## config.mk

```make
export PLATFORM = sky130hd
export DESIGN_NAME = alu_issue_stage
export DESIGN_NICKNAME = d
export VERILOG_FILES = /design/src/rtl/alu_pkg.sv /design/src/rtl/alu_op_decode.sv /design/src/rtl/alu_issue_stage.sv
export SDC_FILE = /design/constraint.sdc
export NUM_CORES = 1
export LEC_CHECK = 0
export CAP_MARGIN = 20
export CORE_UTILIZATION = 47
export DETAILED_ROUTE_END_ITERATION = 7
export PLACE_DENSITY = 0.81
export SYNTH_ARGS = -nofsm -noshare
export SYNTH_HDL_FRONTEND = slang
export SYNTH_SLANG_ARGS = --single-unit
```

## constraint.sdc

```tcl
create_clock -name clk -period 2.4 [get_ports clk]
set_input_delay 0.48 -clock clk [delete_from_list [all_inputs] [get_ports clk]]
set_output_delay 0.48 -clock clk [all_outputs]
set_load 0.01 [all_outputs]
```

## src/rtl/alu_pkg.sv

```systemverilog
// Shared ALU definitions: operation codes, RV32I opcodes and funct7 values.
// The ALU, ALU control and issue stage import these constants from here.
package alu_pkg;

  localparam int ALU_CTRL_W = 4;

  localparam logic [ALU_CTRL_W-1:0] ALU_ADD  = 4'd0;
  localparam logic [ALU_CTRL_W-1:0] ALU_SUB  = 4'd1;
  localparam logic [ALU_CTRL_W-1:0] ALU_SLL  = 4'd2;
  localparam logic [ALU_CTRL_W-1:0] ALU_SLT  = 4'd3;
  localparam logic [ALU_CTRL_W-1:0] ALU_SLTU = 4'd4;
  localparam logic [ALU_CTRL_W-1:0] ALU_XOR  = 4'd5;
  localparam logic [ALU_CTRL_W-1:0] ALU_SRL  = 4'd6;
  localparam logic [ALU_CTRL_W-1:0] ALU_SRA  = 4'd7;
  localparam logic [ALU_CTRL_W-1:0] ALU_OR   = 4'd8;
  localparam logic [ALU_CTRL_W-1:0] ALU_AND  = 4'd9;
  localparam logic [ALU_CTRL_W-1:0] ALU_PASS = 4'd10;

  localparam logic [6:0] OPC_OP     = 7'b0110011;
  localparam logic [6:0] OPC_OP_IMM = 7'b0010011;
  localparam logic [6:0] OPC_LOAD   = 7'b0000011;
  localparam logic [6:0] OPC_STORE  = 7'b0100011;
  localparam logic [6:0] OPC_LUI    = 7'b0110111;
  localparam logic [6:0] OPC_AUIPC  = 7'b0010111;
  localparam logic [6:0] OPC_JAL    = 7'b1101111;
  localparam logic [6:0] OPC_JALR   = 7'b1100111;
  localparam logic [6:0] OPC_BRANCH = 7'b1100011;

  localparam logic [6:0] F7_BASE = 7'b0000000;
  localparam logic [6:0] F7_ALT  = 7'b0100000;

  // alt selects SUB for funct3 000 and SRA for funct3 101.
  function automatic logic [ALU_CTRL_W-1:0] funct3_to_alu(input logic [2:0] f3,
                                                         input logic       alt);
    logic [ALU_CTRL_W-1:0] code;
    case (f3)
      3'b000:  code = alt ? ALU_SUB : ALU_ADD;
      3'b001:  code = ALU_SLL;
      3'b010:  code = ALU_SLT;
      3'b011:  code = ALU_SLTU;
      3'b100:  code = ALU_XOR;
      3'b101:  code = alt ? ALU_SRA : ALU_SRL;
      3'b110:  code = ALU_OR;
      default: code = ALU_AND;
    endcase
    return code;
  endfunction

endpackage

```

## src/rtl/alu_op_decode.sv

```systemverilog
// Combinational RV32I decode into ALU operation code and A/B operand selection.
// Illegal encodings collapse to ADD with zero operands and no register write.
module alu_op_decode
  import alu_pkg::*;
#(
  parameter int XLEN   = 32,
  parameter int CTRL_W = 4
) (
  input  logic [XLEN-1:0]   pc,
  input  logic [31:0]       instr,
  input  logic [XLEN-1:0]   rs1_data,
  input  logic [XLEN-1:0]   rs2_data,
  input  logic [XLEN-1:0]   imm,
  output logic [CTRL_W-1:0] ctrl,
  output logic [XLEN-1:0]   a,
  output logic [XLEN-1:0]   b,
  output logic [4:0]        rd,
  output logic              rd_we,
  output logic              illegal
);

  logic [6:0] opcode;
  logic [2:0] funct3;
  logic [6:0] funct7;
  logic [ALU_CTRL_W-1:0] code;
  logic writes_rd;
  logic unused_fields;

  assign opcode        = instr[6:0];
  assign rd            = instr[11:7];
  assign funct3        = instr[14:12];
  assign funct7        = instr[31:25];
  assign unused_fields = ^instr[24:15];

  // NOTE: every signal gets a default at the top of the block, so no path
  // through the case can leave one unassigned and infer a latch.
  always_comb begin
    code      = ALU_ADD;
    a         = '0;
    b         = '0;
    writes_rd = 1'b0;
    illegal   = 1'b0;
    case (opcode)
      OPC_OP: begin
        code      = funct3_to_alu(funct3, funct7 == F7_ALT);
        a         = rs1_data;
        b         = rs2_data;
        writes_rd = 1'b1;
        illegal   = !((funct7 == F7_BASE) ||
                      ((funct7 == F7_ALT) && (funct3 == 3'b000 || funct3 == 3'b101)));
      end
      OPC_OP_IMM: begin
        code      = funct3_to_alu(funct3, (funct3 == 3'b101) && (funct7 == F7_ALT));
        a         = rs1_data;
        b         = imm;
        writes_rd = 1'b1;
        if (funct3 == 3'b001)
          illegal = (funct7 != F7_BASE);
        else if (funct3 == 3'b101)
          illegal = !((funct7 == F7_BASE) || (funct7 == F7_ALT));
      end
      OPC_LOAD, OPC_STORE: begin
        a         = rs1_data;
        b         = imm;
        writes_rd = (opcode == OPC_LOAD);
      end
      OPC_LUI: begin
        code      = ALU_PASS;
        b         = imm;
        writes_rd = 1'b1;
      end
      OPC_AUIPC: begin
        a         = pc;
        b         = imm;
        writes_rd = 1'b1;
      end
      OPC_JAL, OPC_JALR: begin
        a         = pc;
        b         = XLEN'(4);
        writes_rd = 1'b1;
      end
      OPC_BRANCH: begin
        code = ALU_SUB;
        a    = rs1_data;
        b    = rs2_data;
      end
      default: illegal = 1'b1;
    endcase

    if (illegal) begin
      code      = ALU_ADD;
      a         = '0;
      b         = '0;
      writes_rd = 1'b0;
    end
  end

  assign ctrl  = CTRL_W'(code);
  assign rd_we = writes_rd && (rd != 5'd0);

endmodule

```

## src/rtl/alu_issue_stage.sv

```systemverilog
// ID/EX issue stage: decodes an instruction and presents it to the ALU through
// a registered valid/ready slot backed by a one-entry skid buffer.
module alu_issue_stage
  import alu_pkg::*;
#(
  parameter int XLEN   = 32,
  parameter int CTRL_W = 4
) (
  input  logic              clk,
  input  logic              rst_n,
  input  logic              flush,
  input  logic              in_valid,
  output logic              in_ready,
  input  logic [XLEN-1:0]   in_pc,
  input  logic [31:0]       in_instr,
  input  logic [XLEN-1:0]   in_rs1_data,
  input  logic [XLEN-1:0]   in_rs2_data,
  input  logic [XLEN-1:0]   in_imm,
  output logic              out_valid,
  input  logic              out_ready,
  output logic [XLEN-1:0]   out_a,
  output logic [XLEN-1:0]   out_b,
  output logic [CTRL_W-1:0] out_alu_ctrl,
  output logic [4:0]        out_rd,
  output logic              out_rd_we,
  output logic              out_illegal
);

  typedef struct packed {
    logic [CTRL_W-1:0] ctrl;
    logic [XLEN-1:0]   a;
    logic [XLEN-1:0]   b;
    logic [4:0]        rd;
    logic              rd_we;
    logic              illegal;
  } slot_t;

  slot_t dec, main_q, skid_q;
  logic  main_valid, skid_valid;
  logic  accept, main_free;

  alu_op_decode #(.XLEN(XLEN), .CTRL_W(CTRL_W)) u_decode (
    .pc       (in_pc),
    .instr    (in_instr),
    .rs1_data (in_rs1_data),
    .rs2_data (in_rs2_data),
    .imm      (in_imm),
    .ctrl     (dec.ctrl),
    .a        (dec.a),
    .b        (dec.b),
    .rd       (dec.rd),
    .rd_we    (dec.rd_we),
    .illegal  (dec.illegal)
  );

  // in_ready comes straight from a flop, so out_ready never reaches upstream.
  assign in_ready  = !skid_valid;
  assign accept    = in_valid && in_ready;
  assign main_free = !main_valid || out_ready;

  // NOTE: the payload registers are reset too, because the outputs must read
  // zero after reset rather than whatever was left over from before.
  always_ff @(posedge clk or negedge rst_n) begin
    if (!rst_n) begin
      main_valid <= 1'b0;
      skid_valid <= 1'b0;
      main_q     <= '0;
      skid_q     <= '0;
    end else if (flush) begin
      main_valid <= 1'b0;
      skid_valid <= 1'b0;
    end else if (main_free) begin
      // Skid is older than anything arriving now, so it refills main first.
      if (skid_valid) begin
        main_q     <= skid_q;
        main_valid <= 1'b1;
        skid_valid <= 1'b0;
      end else if (accept) begin
        main_q     <= dec;
        main_valid <= 1'b1;
      end else begin
        main_valid <= 1'b0;
      end
    end else if (accept) begin
      skid_q     <= dec;
      skid_valid <= 1'b1;
    end
  end

  assign out_valid    = main_valid;
  assign out_a        = main_q.a;
  assign out_b        = main_q.b;
  assign out_alu_ctrl = main_q.ctrl;
  assign out_rd       = main_q.rd;
  assign out_rd_we    = main_q.rd_we;
  assign out_illegal  = main_q.illegal;

endmodule

```

==> run_results.csv, run 1 <==
group,metric,value,unit
synth,syn_inst,745,
timing,hold_viol_final,0,
cells_and_area,stdcell_area,0.0108,mm2
route,post_drt_wl_per_cell,19.4,um
synth,synthFlopType,"dfrtp_1",
cells_and_area,area.sequential,0.00380,mm2
synth,synth-simple-area-share,0.0883,
clocking,cts_tree,"yes",
global_route,grt_antenna_before_repair,1,
clocking,clock_latency,0.43,ns
synth,syn_nets,910,
synth,synth-xor-area-share,0.00118,
clocking,htree_levels,4,
cells_and_area,area_delta_synth_final,45.3,%
global_route,gr-total-overflow,0,
cells_and_area,fillers,1191,
timing,relSlewSlack,0.632,
cells_and_area,nets,1130,
floorplan,start_util,0.484,
route,met3_length,2140,um
synth,yosys-top-cells-area,"dfrtp_1 51%, a22o_1 16%, a21oi_1 9.4%, o211ai_1 6.8%, nor2_1 3.6%",
clocking,clockBufferDepth,2,
route,ant_nets,0,
clocking,root_buffer,"clkbuf_16",
power_and_ir_drop,pwr_density_cell,637,mW/mm2
synth,synth_top_family_by_area,"compound AO/OA/AOI/OAI gates",
timing,report.final.slew_viol_count,0,
route,route.met2.wl,10900,um
placed_design,dp_hpwl,15100,um
placed_design,placed_cell_area,0.0102,mm2
synth,synth_top_area_frac,0.513,
route,route.detailed.drc,0,
timing,fin_crit,2.12,ns
timing,rsz0062_at_grt,"false",
placed_design,gp_congestion,0.880,
clocking,cts_setup_buffers,0,
synth,ys_seq_area_frac,0.513,
global_route,grt_pass1_vias,7220,
global_route,grt_max_degree,56,
synth,synth-adder-area-share,0,
power_and_ir_drop,peakVddDrop,0.478,mV
global_route,grt_use_total,0.294,
route,num_vias,7166,
synth,synth.area.mux_share,0.00810,
route,m1WireLength,9330,um
placed_design,numPortBuffers,231,
cells_and_area,post-route-util,0.703,
synth,yosysTopAreaCell,"dfrtp_1",
floorplan,die_x,128,um
outcome,outcome,"finished, final reports clean",
clocking,numCtsBuffers,17,
synth,synth_edf_count,0,
setup_path,critPathMaxFanout,24,
route,dr.pass1.iters,4,
synth,synthArstFlopShare,1.00,
setup_path,critPathKind,"input port to flip-flop",
timing,worstMarginPinSlew,0.552,ns
clocking,path_clk_slew,0.06,ns
timing,finalCritPeriodShare,0.882,
timing,finalSetupViolations,0,
route,drt_iter0_markers,505,
floorplan,core_area,0.0153,mm2
setup_path,start_kind,"input port",
route,top_layer_used,"met4",
setup_path,cp.required,2.74,ns
floorplan,die_h,128,um
timing,fmax,0.473,GHz
run,drv_cap,0,
synth,synth.avg_cell_area,9.95,um2
setup_path,critical_path.endpoint_type,"flip-flop",
power_and_ir_drop,p_leak,4.55,nW
clocking,ctsResizeCount,0,
synth,syn_area,0.00741,mm2
min_path,hp-class,"input port to async pin",
route,avgViaCountPerCell,6.02,
cells_and_area,multiInputGateArea,0.00327,mm2
cells_and_area,drive_above_1_share,0.0930,
route,wl,23100,um
synth,ys_warn_count,0,
synth,yosys_register_bits,152,
global_route,grt_first_pass_wirelength,37100,um
clocking,clock_sinks,152,
floorplan,num_rows,45,
timing,fin_worst_skew,0.00856,ns
floorplan,io_pins,242,
clocking,ctsHoldBuffers,0,
floorplan,die_area,0.0163,mm2
setup_path,arrival,2.45,ns
synth,synth_compound_area_frac,0.340,
synth,synth_cell_type_count,42,
==> power by group <==
part           internal (mW)  switching [mW]
combinational          0.744           0.572
sequential              2.78           0.119
clock                   1.56            1.09
total                   5.08            1.78
==> per-layer routing <==
layer | vias up | global-route usage
met1 | 3511 | 0.374
met5 | - | 0
met4 | 0 | 0.134
met2 | 368 | 0.463
li1 | 3242 | -
met3 | 45 | 0.0875
==> cell families (layout without fill, tap and decap cells) <==
group                  Yosys count  in the layout
AO/OA/AOI/OAI                  363            363
flip-flops                     152            152
AND/OR/NAND/NOR                143            143
buffers and inverters           80            313
multiplexers                     6              6
XOR/XNOR                         1              1
other                            0              1
==> worst max-delay path: stages <==
cell and delay [ns]:
clkdlybuf4s50_1 0.51, and4bb_1 0.26, and4b_1 0.22, a22oi_2 0.20, buf_4 0.17, buf_4 0.30
o211ai_1 0.13, a21oi_1 0.18
==> layout by cell type (no fill, tap or decap), types with 3 or more instances in the layout <==
cell	instances
o31ai_1	3
o211ai_1	67
nor3_1	4
clkbuf_16	17
nor2b_1	5
nand2_1	33
nor2_1	72
and3_1	6
clkdlybuf4s50_1	230
a22o_1	132
dfrtp_1	151
nand3_1	3
clkinv_4	3
clkinvlp_4	4
nand2b_1	5
clkinv_2	3
o21ai_0	13
buf_12	13
buf_4	35
mux2i_1	6
a21oi_1	139
==> cell usage after synthesis, types with 2 or more instances <==
master and count:
buf_6 4, o31ai_1 3, nand2_1 34, buf_4 4, and3_1 6, mux2i_1 6, and4b_1 2, nor2b_1 5
o211ai_1 67, clkbuf_1 53, buf_2 15, nor2_1 72, nand2b_1 5, a22o_1 132, nand4_1 2, dfrtp_1 152
o211a_1 2, a21oi_1 139, buf_1 2, nor3_1 4, o21ai_0 13, nand3_1 3
==> worst paths after layout <==
path	from	endpoint	slack, ns	cells past startpoint
max	in_instr[2]	out_b[3]$_DFFE_PN0P_	0.28	8
min	rst_n	out_a[30]$_DFFE_PN0P_	0.01	1
max reg2reg	skid_valid$_DFFE_PN0P_	out_illegal$_DFFE_PN0P_	0.44	5
min reg2reg	skid_q[71]$_DFFE_PN0P_	skid_q[71]$_DFFE_PN0P_	0.47	2
max in group asynchronous	rst_n	skid_q[61]$_DFFE_PN0P_	1.69	2
min in group clk	skid_q[71]$_DFFE_PN0P_	skid_q[71]$_DFFE_PN0P_	0.47	2
==> area by class of cell <==
class | count | share of cell area
clock buffers | 18 | 0.0408
well taps | 211 | 0.0245
clock inverters | 14 | 0.0138
inverters | 2 | 0.000697
diodes | 1 | 0.000232
flip-flops and latches | 152 | 0.353
repair buffers | 279 | 0.263
multi-input cells | 513 | 0.303
==> metrics by stage <==
stage	worst slack [ns]	setup TNS [ns]	hold slack [ns]	power, mW	std cells
3_3_place_gp	-0.109	-2.65	0.459	4.22	1157
4_1_cts	0.272	0	0.0236	6.90	1189
2_1_floorplan	0.476	0	0.184	3.37	745
6_report	0.284	0	0.0139	6.86	1190
5_1_grt	0.182	0	0.0396	7.15	1190
3_5_place_dp	-0.140	-4.26	0.463	4.25	1157
==> flip-flops by register name, summed over array words and instances (netlist names) <==
name / count
out_b: 32
skid_q: 75
out_rd_we: 1
out_valid: 1
out_alu_ctrl: 4
skid_valid: 1
out_rd: 5
out_illegal: 1
out_a: 32
Note: power is estimated with default switching activity, not from simulation.
==> run 2, diff against run 1 <==
- SETUP_SLACK_MARGIN: default -> 0.1
==> results of run 2 <==
No change in the layout: final DEF, timing and power equal those of run 1.
==> run 3, diff against run 2 <==
- CORE_UTILIZATION: 47 -> 35
- PLACE_DENSITY: 0.81 -> default
==> run 3 against run 2 <==
Sequential cell count did not move. Final cell count rose by 6.8%. Via count fell by 3.4%. Utilization fell by 16 points. Count of clock-buffer cells in the layout did not move. Largest cell class unchanged. Register-to-register slack improved by 0.16 ns. Clock skew rose by 0.0030 ns. Total power fell by 0.13%. Sequential share of layout area fell by 0.87 points. Critical path type unchanged.
==> run_results.csv, run 3 (synthesis gave the netlist of run 1 again) <==
group,metric,value,unit
timing,rsz0062_at_grt,"false",
clocking,cts_tree,"yes",
floorplan,start_util,0.362,
power_and_ir_drop,p_switching,1.84,mW
setup_path,critical_path.endpoint_type,"flip-flop",
floorplan,num_rows,52,
timing,report.final.slew_viol_count,0,
route,drt_iter0_markers,363,
placed_design,dp_hpwl,15600,um
placed_design,numPortBuffers,231,
setup_path,cp.required,2.76,ns
clocking,root_buffer,"clkbuf_16",
route,num_vias,6920,
setup_path,arrival,2.42,ns
route,route.detailed.drc,0,
global_route,met1_usage,0.294,
clocking,htree_levels,4,
power_and_ir_drop,power.internal,5.01,mW
setup_path,crit_slowest_cell,"clkdlybuf4s50_1",
floorplan,io_pins,242,
setup_path,critPathMaxStageDelay,0.41,ns
power_and_ir_drop,share_comb_of_total_power,0.193,
global_route,met3_usage,0.0698,
global_route,grt_antenna_before_repair,0,
clocking,numCtsBuffers,17,
clocking,clock_sinks,152,
setup_path,critPathMaxFanout,27,
global_route,grt_max_degree,68,
cells_and_area,fillers,1918,
global_route,grt_pass1_vias,6951,
outcome,outcome,"finished, final reports clean",
timing,fin_worst_skew,0.0116,ns
clocking,clock_latency,0.43,ns
timing,worstMarginPinSlew,0.557,ns
setup_path,reg2reg_slack,0.60,ns
global_route,met2_usage,0.355,
cells_and_area,final_cell_mix,"230 x clkdlybuf4s50_1, 151 x dfrtp_1, 139 x a21oi_1, 132 x a22o_1, 72 x nor2_1",
cells_and_area,area_delta_synth_final,49.0,%
run,drv_cap,0,
min_path,hp-class,"flip-flop to flip-flop",
timing,tns,0,ns
cells_and_area,mostFrequentLayoutCell,"clkdlybuf4s50_1",
power_and_ir_drop,power,6.85,mW
floorplan,die_h,148,um
timing,finalCritPeriodShare,0.858,
cells_and_area,antenna_cells,0,
route,post_drt_wl_per_cell,18.5,um
power_and_ir_drop,p_leak,4.68,nW
timing,relSlewSlack,0.629,
timing,fin_crit,2.06,ns
global_route,gr-total-overflow,0,
power_and_ir_drop,pwr_density_cell,620,mW/mm2
power_and_ir_drop,switching_share,0.269,
timing,finalSetupViolations,0,
route,avgViaCountPerCell,5.44,
setup_path,start_kind,"input port",
setup_path,cp_cell_sequence,"clkdlybuf4s50_1, nor4_2, buf_4, nand4_1, a22oi_2, o211a_2, buf_12, a22o_1",
cells_and_area,drive_above_1_share,0.113,
route,ant_nets,0,
cells_and_area,nets,1153,
floorplan,die_area,0.0218,mm2
timing,hold_viol_final,0,
cells_and_area,top_register,"skid_q",
clocking,clockBufferDepth,2,
cells_and_area,post-route-util,0.539,
floorplan,die_x,148,um
global_route,grt_first_pass_wirelength,38000,um
global_route,grt_use_total,0.222,
route,dr.pass1.iters,6,
floorplan,core_area,0.0205,mm2
clocking,path_clk_slew,0.06,ns
setup_path,critPathKind,"input port to flip-flop",
timing,fmax,0.486,GHz
power_and_ir_drop,p_clk_frac,0.386,
global_route,top_usage_layer,"met2",
route,wl,23500,um
cells_and_area,largest_reg_flops,75,
power_and_ir_drop,peakVddDrop,0.490,mV
placed_design,gp_congestion,0.795,
power_and_ir_drop,power_frac_seq,0.421,
==> run 3: per-layer routing <==
| metal | up-vias | part of all wire |
|---|---|---|
| li1 | 3289 | - |
| met4 | 0 | 0.0082 |
| met1 | 3393 | 0.45 |
| met5 | - | 0 |
| met3 | 15 | 0.072 |
| met2 | 223 | 0.47 |
==> run 3: final cells by class <==
cell class / instances / area [um2] / area share
clock buffer: 18 / 439 / 0.0398
sequential: 152 / 3800 / 0.345
clock inverter: 14 / 138 / 0.0125
timing repair buffer: 302 / 3050 / 0.276
multi-input combinational: 513 / 3270 / 0.296
tap: 270 / 338 / 0.0306
inverter: 2 / 7.51 / 0.000680
==> run 3: what timing repair did <==
action	4_1_cts	5_1_grt
endpoints found under the hold margin	39	0
hold buffers	1	0
gates resized for setup	0	0
buffers inserted	0	0
==> run 3: worst paths after layout <==
| path | startpoint | to | depth (start not counted) |
|---|---|---|---|
| min | out_rd[1]$_DFFE_PN0P_ | out_rd[1]$_DFFE_PN0P_ | 2 |
| max in group asynchronous | rst_n | skid_q[28]$_DFFE_PN0P_ | 3 |
| max reg2reg | out_valid$_DFFE_PN0N_ | out_b[9]$_DFFE_PN0P_ | 5 |
| max | in_instr[26] | skid_q[13]$_DFFE_PN0P_ | 8 |
| min reg2reg | out_rd[1]$_DFFE_PN0P_ | out_rd[1]$_DFFE_PN0P_ | 2 |
| min in group asynchronous | rst_n | skid_q[69]$_DFFE_PN0P_ | 2 |
==> run 3: worst max-delay path, delay by kind of cell <==
family / cells / cell delay [ns]
buf+inv: 3 / 0.80
compound gates: 3 / 0.73
simple gates: 2 / 0.40
==> run 3: power by group through the flow <==
stage | Clock (mW) | Combinational, mW | Sequential (mW)
final | 2.64 | 1.32 | 2.89
after global routing | 2.82 | 1.44 | 2.92
after CTS | 2.70 | 1.34 | 2.89
after detailed placement | 0 | 1.33 | 2.93
after global placement | 0 | 1.32 | 2.93
after floorplan | 0 | 0.356 | 3.02
==> run 3: through the flow <==
| step | setup slack, ns | cells | hold WS (ns) | instance area [um2] |
|---|---|---|---|---|
| floorplan | 0.476 | 745 | 0.184 | 7410 |
| global placement | -0.104 | 1238 | 0.431 | 10500 |
| detailed placement | -0.103 | 1238 | 0.431 | 10500 |
| CTS | 0.344 | 1271 | 0.480 | 11000 |
| global route | 0.201 | 1271 | 0.510 | 11000 |
| finish | 0.341 | 1271 | 0.479 | 11000 |
